<file path="src/rtl/fnd_display_arbiter.sv">
// Shared 4-digit common-anode FND: digit scanning, hex decode, frame-aligned
// priority arbitration between three sources, and a blinking event overlay.
module fnd_display_arbiter #(
  parameter int SCAN_DIV    = 100000,
  parameter int BLINK_DIV   = 50000000,
  parameter int BLINK_COUNT = 8
) (
  input  logic        clk,
  input  logic        reset,
  input  logic [2:0]  req,
  input  logic [15:0] data0,
  input  logic [15:0] data1,
  input  logic [15:0] data2,
  input  logic [3:0]  dp0,
  input  logic [3:0]  dp1,
  input  logic [3:0]  dp2,
  input  logic        evt_start,
  input  logic [7:0]  evt_pattern,
  output logic [2:0]  grant,
  output logic        evt_busy,
  output logic        evt_done,
  output logic [7:0]  fnd_data,
  output logic [3:0]  fnd_com
);

  localparam int SC_W = $clog2(SCAN_DIV);
  localparam int BK_W = $clog2(BLINK_DIV);
  localparam int PH_W = (BLINK_COUNT > 1) ? $clog2(BLINK_COUNT) : 1;
  localparam logic [SC_W-1:0] SCAN_LAST  = SC_W'(SCAN_DIV - 1);
  localparam logic [BK_W-1:0] BLINK_LAST = BK_W'(BLINK_DIV - 1);
  localparam logic [PH_W-1:0] PHASE_LAST = PH_W'(BLINK_COUNT - 1);

  typedef enum logic [1:0] {IDLE, SHOW, EVENT} state_t;

  state_t          state_reg, state_next;
  logic [SC_W-1:0] scan_cnt_reg, scan_cnt_next;
  logic [1:0]      idx_reg, idx_next;
  logic [BK_W-1:0] blink_cnt_reg, blink_cnt_next;
  logic [PH_W-1:0] phase_reg, phase_next;
  logic [7:0]      pattern_reg, pattern_next;
  logic [2:0]      grant_reg, grant_next;
  logic            evt_done_reg, evt_done_next;
  logic [3:0]      fnd_com_reg, fnd_com_next;
  logic [7:0]      fnd_data_reg, fnd_data_next;

  logic            scan_term;
  logic            frame_end;
  logic [15:0]     data_arr [3];
  logic [3:0]      dp_arr   [3];
  logic [3:0]      nib_arr  [3];
  logic [2:0]      dp_bits;
  logic [3:0]      owner_nib;
  logic            owner_dp;

  function automatic logic [2:0] pick(input logic [2:0] r);
    if (r[2])      return 3'b100;
    else if (r[1]) return 3'b010;
    else if (r[0]) return 3'b001;
    else           return 3'b000;
  endfunction

  // Active-low g..a segment codes; the dp bit is merged in separately.
  function automatic logic [6:0] hex_seg(input logic [3:0] h);
    case (h)
      4'h0: return 7'h40;
      4'h1: return 7'h79;
      4'h2: return 7'h24;
      4'h3: return 7'h30;
      4'h4: return 7'h19;
      4'h5: return 7'h12;
      4'h6: return 7'h02;
      4'h7: return 7'h78;
      4'h8: return 7'h00;
      4'h9: return 7'h10;
      4'hA: return 7'h08;
      4'hB: return 7'h03;
      4'hC: return 7'h46;
      4'hD: return 7'h21;
      4'hE: return 7'h06;
      default: return 7'h0E;
    endcase
  endfunction

  assign scan_term     = (scan_cnt_reg == SCAN_LAST);
  assign frame_end     = scan_term && (idx_reg == 2'd3);
  assign scan_cnt_next = scan_term ? '0 : scan_cnt_reg + 1'b1;
  assign idx_next      = scan_term ? idx_reg + 2'd1 : idx_reg;
  assign fnd_com_next  = ~(4'b0001 << idx_next);

  assign data_arr[0] = data0;
  assign data_arr[1] = data1;
  assign data_arr[2] = data2;
  assign dp_arr[0]   = dp0;
  assign dp_arr[1]   = dp1;
  assign dp_arr[2]   = dp2;

  genvar gi;
  generate
    for (gi = 0; gi < 3; gi++) begin : g_src
      assign nib_arr[gi] = data_arr[gi][{idx_next, 2'b00} +: 4];
      assign dp_bits[gi] = dp_arr[gi][idx_next];
    end
  endgenerate

  always_comb begin
    state_next     = state_reg;
    grant_next     = grant_reg;
    blink_cnt_next = blink_cnt_reg;
    phase_next     = phase_reg;
    pattern_next   = pattern_reg;
    evt_done_next  = 1'b0;
    // A start pulse overrides both frame arbitration and a finishing event.
    if (evt_start) begin
      state_next     = EVENT;
      grant_next     = 3'b000;
      blink_cnt_next = '0;
      phase_next     = '0;
      pattern_next   = evt_pattern;
    end else begin
      case (state_reg)
        IDLE, SHOW: begin
          if (frame_end) begin
            grant_next = pick(req);
            state_next = (req != 3'b000) ? SHOW : IDLE;
          end
        end
        EVENT: begin
          if (blink_cnt_reg == BLINK_LAST) begin
            blink_cnt_next = '0;
            if (phase_reg == PHASE_LAST) begin
              evt_done_next = 1'b1;
              grant_next    = pick(req);
              state_next    = (req != 3'b000) ? SHOW : IDLE;
            end else begin
              phase_next = phase_reg + 1'b1;
            end
          end else begin
            blink_cnt_next = blink_cnt_reg + 1'b1;
          end
        end
        default: begin
          state_next = IDLE;
          grant_next = 3'b000;
        end
      endcase
    end
  end

  // Decode from the next owner so the first slot of a new frame never shows old data.
  always_comb begin
    owner_nib = 4'h0;
    owner_dp  = 1'b0;
    for (int i = 0; i < 3; i++) begin
      if (grant_next[i]) begin
        owner_nib = nib_arr[i];
        owner_dp  = dp_bits[i];
      end
    end
  end

  always_comb begin
    fnd_data_next = 8'hFF;
    case (state_next)
      SHOW:    fnd_data_next = {~owner_dp, hex_seg(owner_nib)};
      EVENT:   if (!phase_next[0]) fnd_data_next = pattern_next;
      default: fnd_data_next = 8'hFF;
    endcase
  end

  always_ff @(posedge clk) begin
    if (reset) begin
      state_reg     <= IDLE;
      scan_cnt_reg  <= '0;
      idx_reg       <= 2'd0;
      blink_cnt_reg <= '0;
      phase_reg     <= '0;
      pattern_reg   <= 8'hFF;
      grant_reg     <= 3'b000;
      evt_done_reg  <= 1'b0;
      fnd_com_reg   <= 4'b1111;
      fnd_data_reg  <= 8'hFF;
    end else begin
      state_reg     <= state_next;
      scan_cnt_reg  <= scan_cnt_next;
      idx_reg       <= idx_next;
      blink_cnt_reg <= blink_cnt_next;
      phase_reg     <= phase_next;
      pattern_reg   <= pattern_next;
      grant_reg     <= grant_next;
      evt_done_reg  <= evt_done_next;
      fnd_com_reg   <= fnd_com_next;
      fnd_data_reg  <= fnd_data_next;
    end
  end

  assign grant    = grant_reg;
  assign evt_busy = (state_reg == EVENT);
  assign evt_done = evt_done_reg;
  assign fnd_data = fnd_data_reg;
  assign fnd_com  = fnd_com_reg;

endmodule

</file>
<file path="config.mk">
export PLATFORM = sky130hd
export DESIGN_NAME = fnd_display_arbiter
export DESIGN_NICKNAME = d
export VERILOG_FILES = /design/src/rtl/fnd_display_arbiter.sv
export SDC_FILE = /design/constraint.sdc
export NUM_CORES = 1
export LEC_CHECK = 0
export CORE_MARGIN = 2
export CORE_UTILIZATION = 52
export CTS_CLUSTER_SIZE = 10
export DETAILED_ROUTE_END_ITERATION = 12
export PLACE_DENSITY_LB_ADDON = 0.15
export SLEW_MARGIN = 20
export SYNTH_ARGS = -nofsm -noshare
export SYNTH_HDL_FRONTEND = slang
export SYNTH_SLANG_ARGS = --single-unit
</file>
<file path="constraint.sdc">
create_clock -name clk -period 6.5 [get_ports clk]
set_input_delay 0.975 -clock clk [delete_from_list [all_inputs] [get_ports clk]]
set_output_delay 0.975 -clock clk [all_outputs]
set_load 0.02 [all_outputs]
</file>
==> results of run 1 <==
[path summary, 6_finish.rpt]
| check | start | endpoint | slack (ns) | depth (start not counted) |
|---|---|---|---|---|
| worst max-delay path | scan_cnt_reg[0] | fnd_data[3] | 2.31 | 10 |
| worst min-delay path | scan_cnt_reg[0] | scan_cnt_reg[0] | 0.47 | 1 |
| worst max register to register | scan_cnt_reg[0] | fnd_data[3] | 2.31 | 10 |
| worst min register to register | scan_cnt_reg[0] | scan_cnt_reg[0] | 0.47 | 1 |
[cells by family after synthesis]
| kind of cell | Yosys count | share of synthesized area, % |
|---|---|---|
| compound gates | 60 | 10.4 |
| xor+xnor | 34 | 6.81 |
| fa+ha+maj | 14 | 4.00 |
| buf+inv | 40 | 3.72 |
| flops | 74 | 33.9 |
| mux | 62 | 18.8 |
| simple gates | 186 | 22.4 |
[layout make-up]
class                      count  area (um2)  share of cell area, %
clock inverter                 4        50.0                  0.906
sequential                    74        1480                   26.8
inverter                      15        56.3                   1.02
clock buffer                  12         155                   2.81
multi-input combinational    356        2730                   49.5
tap                          105         131                   2.38
timing repair buffer          92         916                   16.6
[routing by layer]
layer	vias to the layer above	GRT usage (%)
met4	0	6.07
met2	102	40.4
li1	1830	-
met1	1720	28.6
met5	-	0
met3	11	5.72
[worst max-delay path, stage by stage, from the launching register on]
cell and delay, ns:
dfxtp_1 0.37, ha_1 0.21, and4_1 0.29, nand4b_1 0.56
mux4_2 0.71, o31a_1 0.26, a2bb2oi_1 0.43, inv_1 0.19
ha_1 0.24, mux4_2 0.45, a221o_1 0.35
[where the power goes]
part | internal (mW) | switching [mW] | leakage [nW]
logic | 0.0689 | 0.0430 | 1.19
registers | 0.462 | 0.00417 | 0.601
clock network | 0.198 | 0.172 | 0.0986
total | 0.729 | 0.219 | 1.89
[placed cells by master, fill, tap and decap left out, drive strengths merged, types with 4 or more instances in the layout]
| cell type | Yosys | layout |
|---|---|---|
| nand3b | 6 | 6 |
| mux2i | 46 | 46 |
| inv | 14 | 14 |
| dfxtp | 74 | 74 |
| nand3 | 14 | 14 |
| xnor2 | 12 | 12 |
| nand2b | 12 | 12 |
| clkdlybuf4s50 | 0 | 90 |
| a21oi | 18 | 18 |
| nand2 | 43 | 43 |
| ha | 14 | 14 |
| nor3 | 5 | 5 |
| or3 | 11 | 11 |
| xor2 | 22 | 22 |
| o21ai | 15 | 15 |
| nand4 | 10 | 10 |
| clkbuf | 13 | 12 |
| mux4 | 16 | 16 |
| nor2 | 57 | 57 |
| and3 | 4 | 4 |
| a221o | 5 | 5 |
| or2 | 5 | 5 |
==> results.json, run 1 <==
{
  "drt-met1-wl_um": 4480,
  "crit_type": "register to register",
  "dpl.cell_count": 642,
  "required_ns": 6.74,
  "netlist_top_cells_area": "dfxtp_1 (34%), mux2i_1 (10%), mux4_2 (8.2%), nor2_1 (4.7%), xor2_1 (4.4%)",
  "fin_total_pwr_mw": 0.948,
  "async_flop_share_pct": 0,
  "cts_tree": "built",
  "setup_viol": 0,
  "io_pins": 91,
  "yosysSeqAreaShare_pct": 33.9,
  "cts_resized": 0,
  "p_leak_nw": 1.89,
  "netlist_area_um2": 4380,
  "rsz0062_at_grt": "no",
  "synth_most_common_cell": "dfxtp_1",
  "netlist.area_leader.share_pct": 33.9,
  "clock_skew_ns": 0.00830,
  "rows": 33,
  "antenna_left": 0,
  "post-place-ws_ns": 2.20,
  "synthTopCellsByCount": "dfxtp_1 (74), nor2_1 (55), mux2i_1 (45)",
  "nets": 636,
  "synth_nets": 558,
  "synthFlopType": "dfxtp_1",
  "ys_types": 64,
  "htreeDepth": 3,
  "synth_edf_count": 0,
  "fin_ws_ns": 2.31,
  "port_buffers": 90,
  "grt_antenna_before_repair": 0,
  "path_max_fanout": 11,
  "peakVddDrop_uv": 123,
  "die_width_um": 95.7,
  "antenna_cells": 0,
  "vias": 3663,
  "clkLatencyLatePin_ns": 0.35,
  "cts.clk_slew.worst_paths_ns": 0.08,
  "drc": 0,
  "fin_crit_ns": 4.19,
  "grt_overflow": 0,
  "fin_crit_sh_pct": 64.4,
  "worst_slew_pin_slew_ns": 0.917,
  "cap_viol_max_count": 0,
  "met2_length_um": 4830,
  "placed_area_um2": 5320,
  "via_per_inst": 5.57,
  "fin_cells": 658,
  "dp_hpwl_um": 7790,
  "final_layout_size_suffix_gt1_share_pct": 9.58,
  "wl_per_cell_um": 15.1,
  "clock-root-buffer": "clkbuf_8",
  "grt_usage_pct": 23.2,
  "initial_core_util_pct": 53.5,
  "cts_hold_buf": 0,
  "clock-sinks": 74,
  "status": "completed",
  "gp_congestion": 0.883,
  "hold_viol": 0,
  "grt_first_pass_wirelength_um": 16500,
  "die_area_um2": 9160,
  "syn_area_per_cell_um2": 9.31,
  "wl_met3_um": 546,
  "hold_class": "register to register",
  "grt_pass1_vias": 3587,
  "wl_um": 9960,
  "die_h_um": 95.7,
  "drt_pass1_iterations": 4,
  "n_fill_cell": 667,
  "clk_path_buf_depth": 2,
  "cts_setup_buffers": 0,
  "syn_to_final_growth_pct": 26.2,
  "top_layer": "met4",
  "yosysWarnings": 0,
  "largest_reg_flops": 26,
  "end_kind": "register",
  "arrival_ns": 4.43,
  "synth-seq-cells": 74,
  "whs_ns": 0.474,
  "cts_buffers": 9,
  "grt_max_degree": 26,
  "finalInstanceArea_um2": 5520,
  "synth_area_leader_cell": "dfxtp_1",
  "slew_headroom_pct": 38.9,
  "fmax_mhz": 239,
  "drv_slew": 0,
  "finalSetupTns_ns": 0,
  "initialDrtViolationCount": 168,
  "synth_cells": 470,
  "core_um2": 8180,
  "startpoint_type": "register",
  "power_density_nw_per_um2": 172,
  "fin_util_pct": 67.5
}
(Power assumes the default switching activity.)
==> run 2: changes to the inputs <==
Settings changed: CORE_UTILIZATION 52 to 47.
Clock period 6.5 ns to 3.61 ns, I/O delays scaled along.
==> run 2 against run 1 <==
Global-route usage is 1.4 points lower. Sequential cell count stayed put. Hold slack worse by 0.0015 ns. Sequential power is 80% higher. Clock power is 99% higher. Clock skew is 0.0037 ns higher. Non-clock buffer count is 26 higher. Worst setup slack worse by 2.2 ns. First-iteration DRC count is 8.3% higher. Maximum frequency is 19% higher.
==> results.json, run 2 (synthesis gave the netlist of run 1 again) <==
{
  "cts_tree": "built",
  "grt_first_pass_wirelength_um": 17400,
  "grt_pass1_vias": 3702,
  "required_ns": 3.85,
  "post-place-ws_ns": 0.000304,
  "status": "completed",
  "worst_path_most_repeated_cell": "ha_2",
  "wl_per_cell_um": 15.8,
  "cts_buffers": 9,
  "die_h_um": 100,
  "crit_type": "register to register",
  "cap_viol_max_count": 0,
  "clock-root-buffer": "clkbuf_8",
  "htreeDepth": 3,
  "worst_slew_pin_slew_ns": 0.932,
  "peakVddDrop_uv": 201,
  "initialDrtViolationCount": 182,
  "startpoint_type": "register",
  "whs_ns": 0.473,
  "mostFrequentLayoutCell": "clkdlybuf4s50_1",
  "fin_crit_ns": 3.53,
  "antenna_left": 0,
  "fin_ws_ns": 0.0809,
  "die_width_um": 100,
  "arrival_ns": 3.77,
  "rows": 35,
  "power_density_nw_per_um2": 308,
  "fin_util_pct": 63.4,
  "p_sw_mw": 0.415,
  "initial_core_util_pct": 47.8,
  "via_per_inst": 5.48,
  "final_layout_size_suffix_gt1_share_pct": 15.4,
  "gp_congestion": 0.829,
  "layout_common_cells": "clkdlybuf4s50_1 (90), dfxtp_1 (72), nor2_1 (55), mux2i_1 (45), nand2_1 (43)",
  "cts.clk_slew.worst_paths_ns": 0.08,
  "intPower_mw": 1.37,
  "seqPwrFrac_pct": 47.1,
  "grt_overflow": 0,
  "critical_path.max_stage_delay_ns": 0.47,
  "setup_viol": 0,
  "path_max_fanout": 5,
  "end_kind": "register",
  "critPathBufInv": 1,
  "fmax_mhz": 283,
  "clk_path_buf_depth": 2,
  "drc": 0,
  "slew_headroom_pct": 37.9,
  "largest_reg_flops": 26,
  "antenna_cells": 0,
  "switching_share_pct": 23.2,
  "hold_class": "register to register",
  "clkLatencyLatePin_ns": 0.36,
  "grt_max_degree": 26,
  "fin_total_pwr_mw": 1.79,
  "grt_usage_pct": 21.8,
  "clock-sinks": 74,
  "syn_to_final_growth_pct": 32.6,
  "clock_power_share_pct": 41.2,
  "die_area_um2": 10100,
  "port_buffers": 90,
  "p_leak_nw": 2.05,
  "grt_antenna_before_repair": 0,
  "hold_viol": 0,
  "drt_pass1_iterations": 4,
  "dp_hpwl_um": 8380,
  "drv_slew": 0,
  "vias": 3784,
  "clock_skew_ns": 0.0120,
  "cp_slowest_cell": "mux4_2",
  "wl_um": 10900,
  "path_cells": "ha_2, ha_4, nand3b_1, nor4_4, a41oi_2, o21a_1, a31oi_4, mux2i_1, a22o_1, inv_1, ha_2, mux4_2, a221o_1",
  "nets": 662,
  "fin_crit_sh_pct": 97.8,
  "io_pins": 91,
  "cts_hold_buf": 0,
  "core_um2": 9150,
  "cpLargestDelayFamily": "compound AO/OA/AOI/OAI gates",
  "pwr-share-comb_pct": 11.7
}
run 2: cell count changes in the layout (fill, tap and decap cells not counted), moves of 2 or more:
cell / delta
o21ai_0: -2
buf_4: +25
dfxtp_1: -2
ha_1: -3
o21ai_1: +2
clkinvlp_4: -2
ha_2: +2
dfxtp_2: +2
run 2: final cells by class:
type / count / area, um2
inverters: 15 / 56.3
clock buffers: 10 / 138
clock inverters: 6 / 87.6
flip-flops and latches: 74 / 1480
fillers: 769 / 3350
multi-input cells: 356 / 2780
repair buffers: 118 / 1120
well taps: 111 / 139
run 2: stage by stage:
stage	TNS (ns)	cells	area (um2)
floorplan	0	470	4380
global placement	0	669	5480
detailed placement	0	669	5480
CTS	0	685	5720
global route	-0.0178	690	5800
finish	0	690	5800
run 2: layer usage:
layer | global-route usage [%] | vias up | share of wire (%)
li1 | - | 1876 | -
met5 | 0 | - | 0
met2 | 35.7 | 110 | 48
met1 | 28.9 | 1787 | 45
met3 | 5.41 | 11 | 6.1
met4 | 5.37 | 0 | 0.97
run 2: final timing paths:
| check | start | end | slack (ns) | depth (start not counted) |
|---|---|---|---|---|
| max | phase_reg[0] | fnd_data[3] | 0.08 | 13 |
| min reg2reg | scan_cnt_reg[0] | scan_cnt_reg[0] | 0.47 | 1 |
| min | scan_cnt_reg[0] | scan_cnt_reg[0] | 0.47 | 1 |
| max reg2reg | phase_reg[0] | fnd_data[3] | 0.08 | 13 |
run 2: power groups by stage:
stage | Sequential, mW | Combinational [mW] | Clock, mW
6_report | 0.840 | 0.209 | 0.736
5_1_grt | 0.842 | 0.226 | 0.775
4_1_cts | 0.840 | 0.208 | 0.744
3_5_place_dp | 0.859 | 0.207 | 0
3_3_place_gp | 0.859 | 0.204 | 0
2_1_floorplan | 0.867 | 0.0769 | 0
run 2: what timing repair did:
item,CTS,global route
setup buffers,0,5
gates cloned,0,0
resized for setup,2,13
endpoints found under the setup margin,1,2
pin swaps,0,9
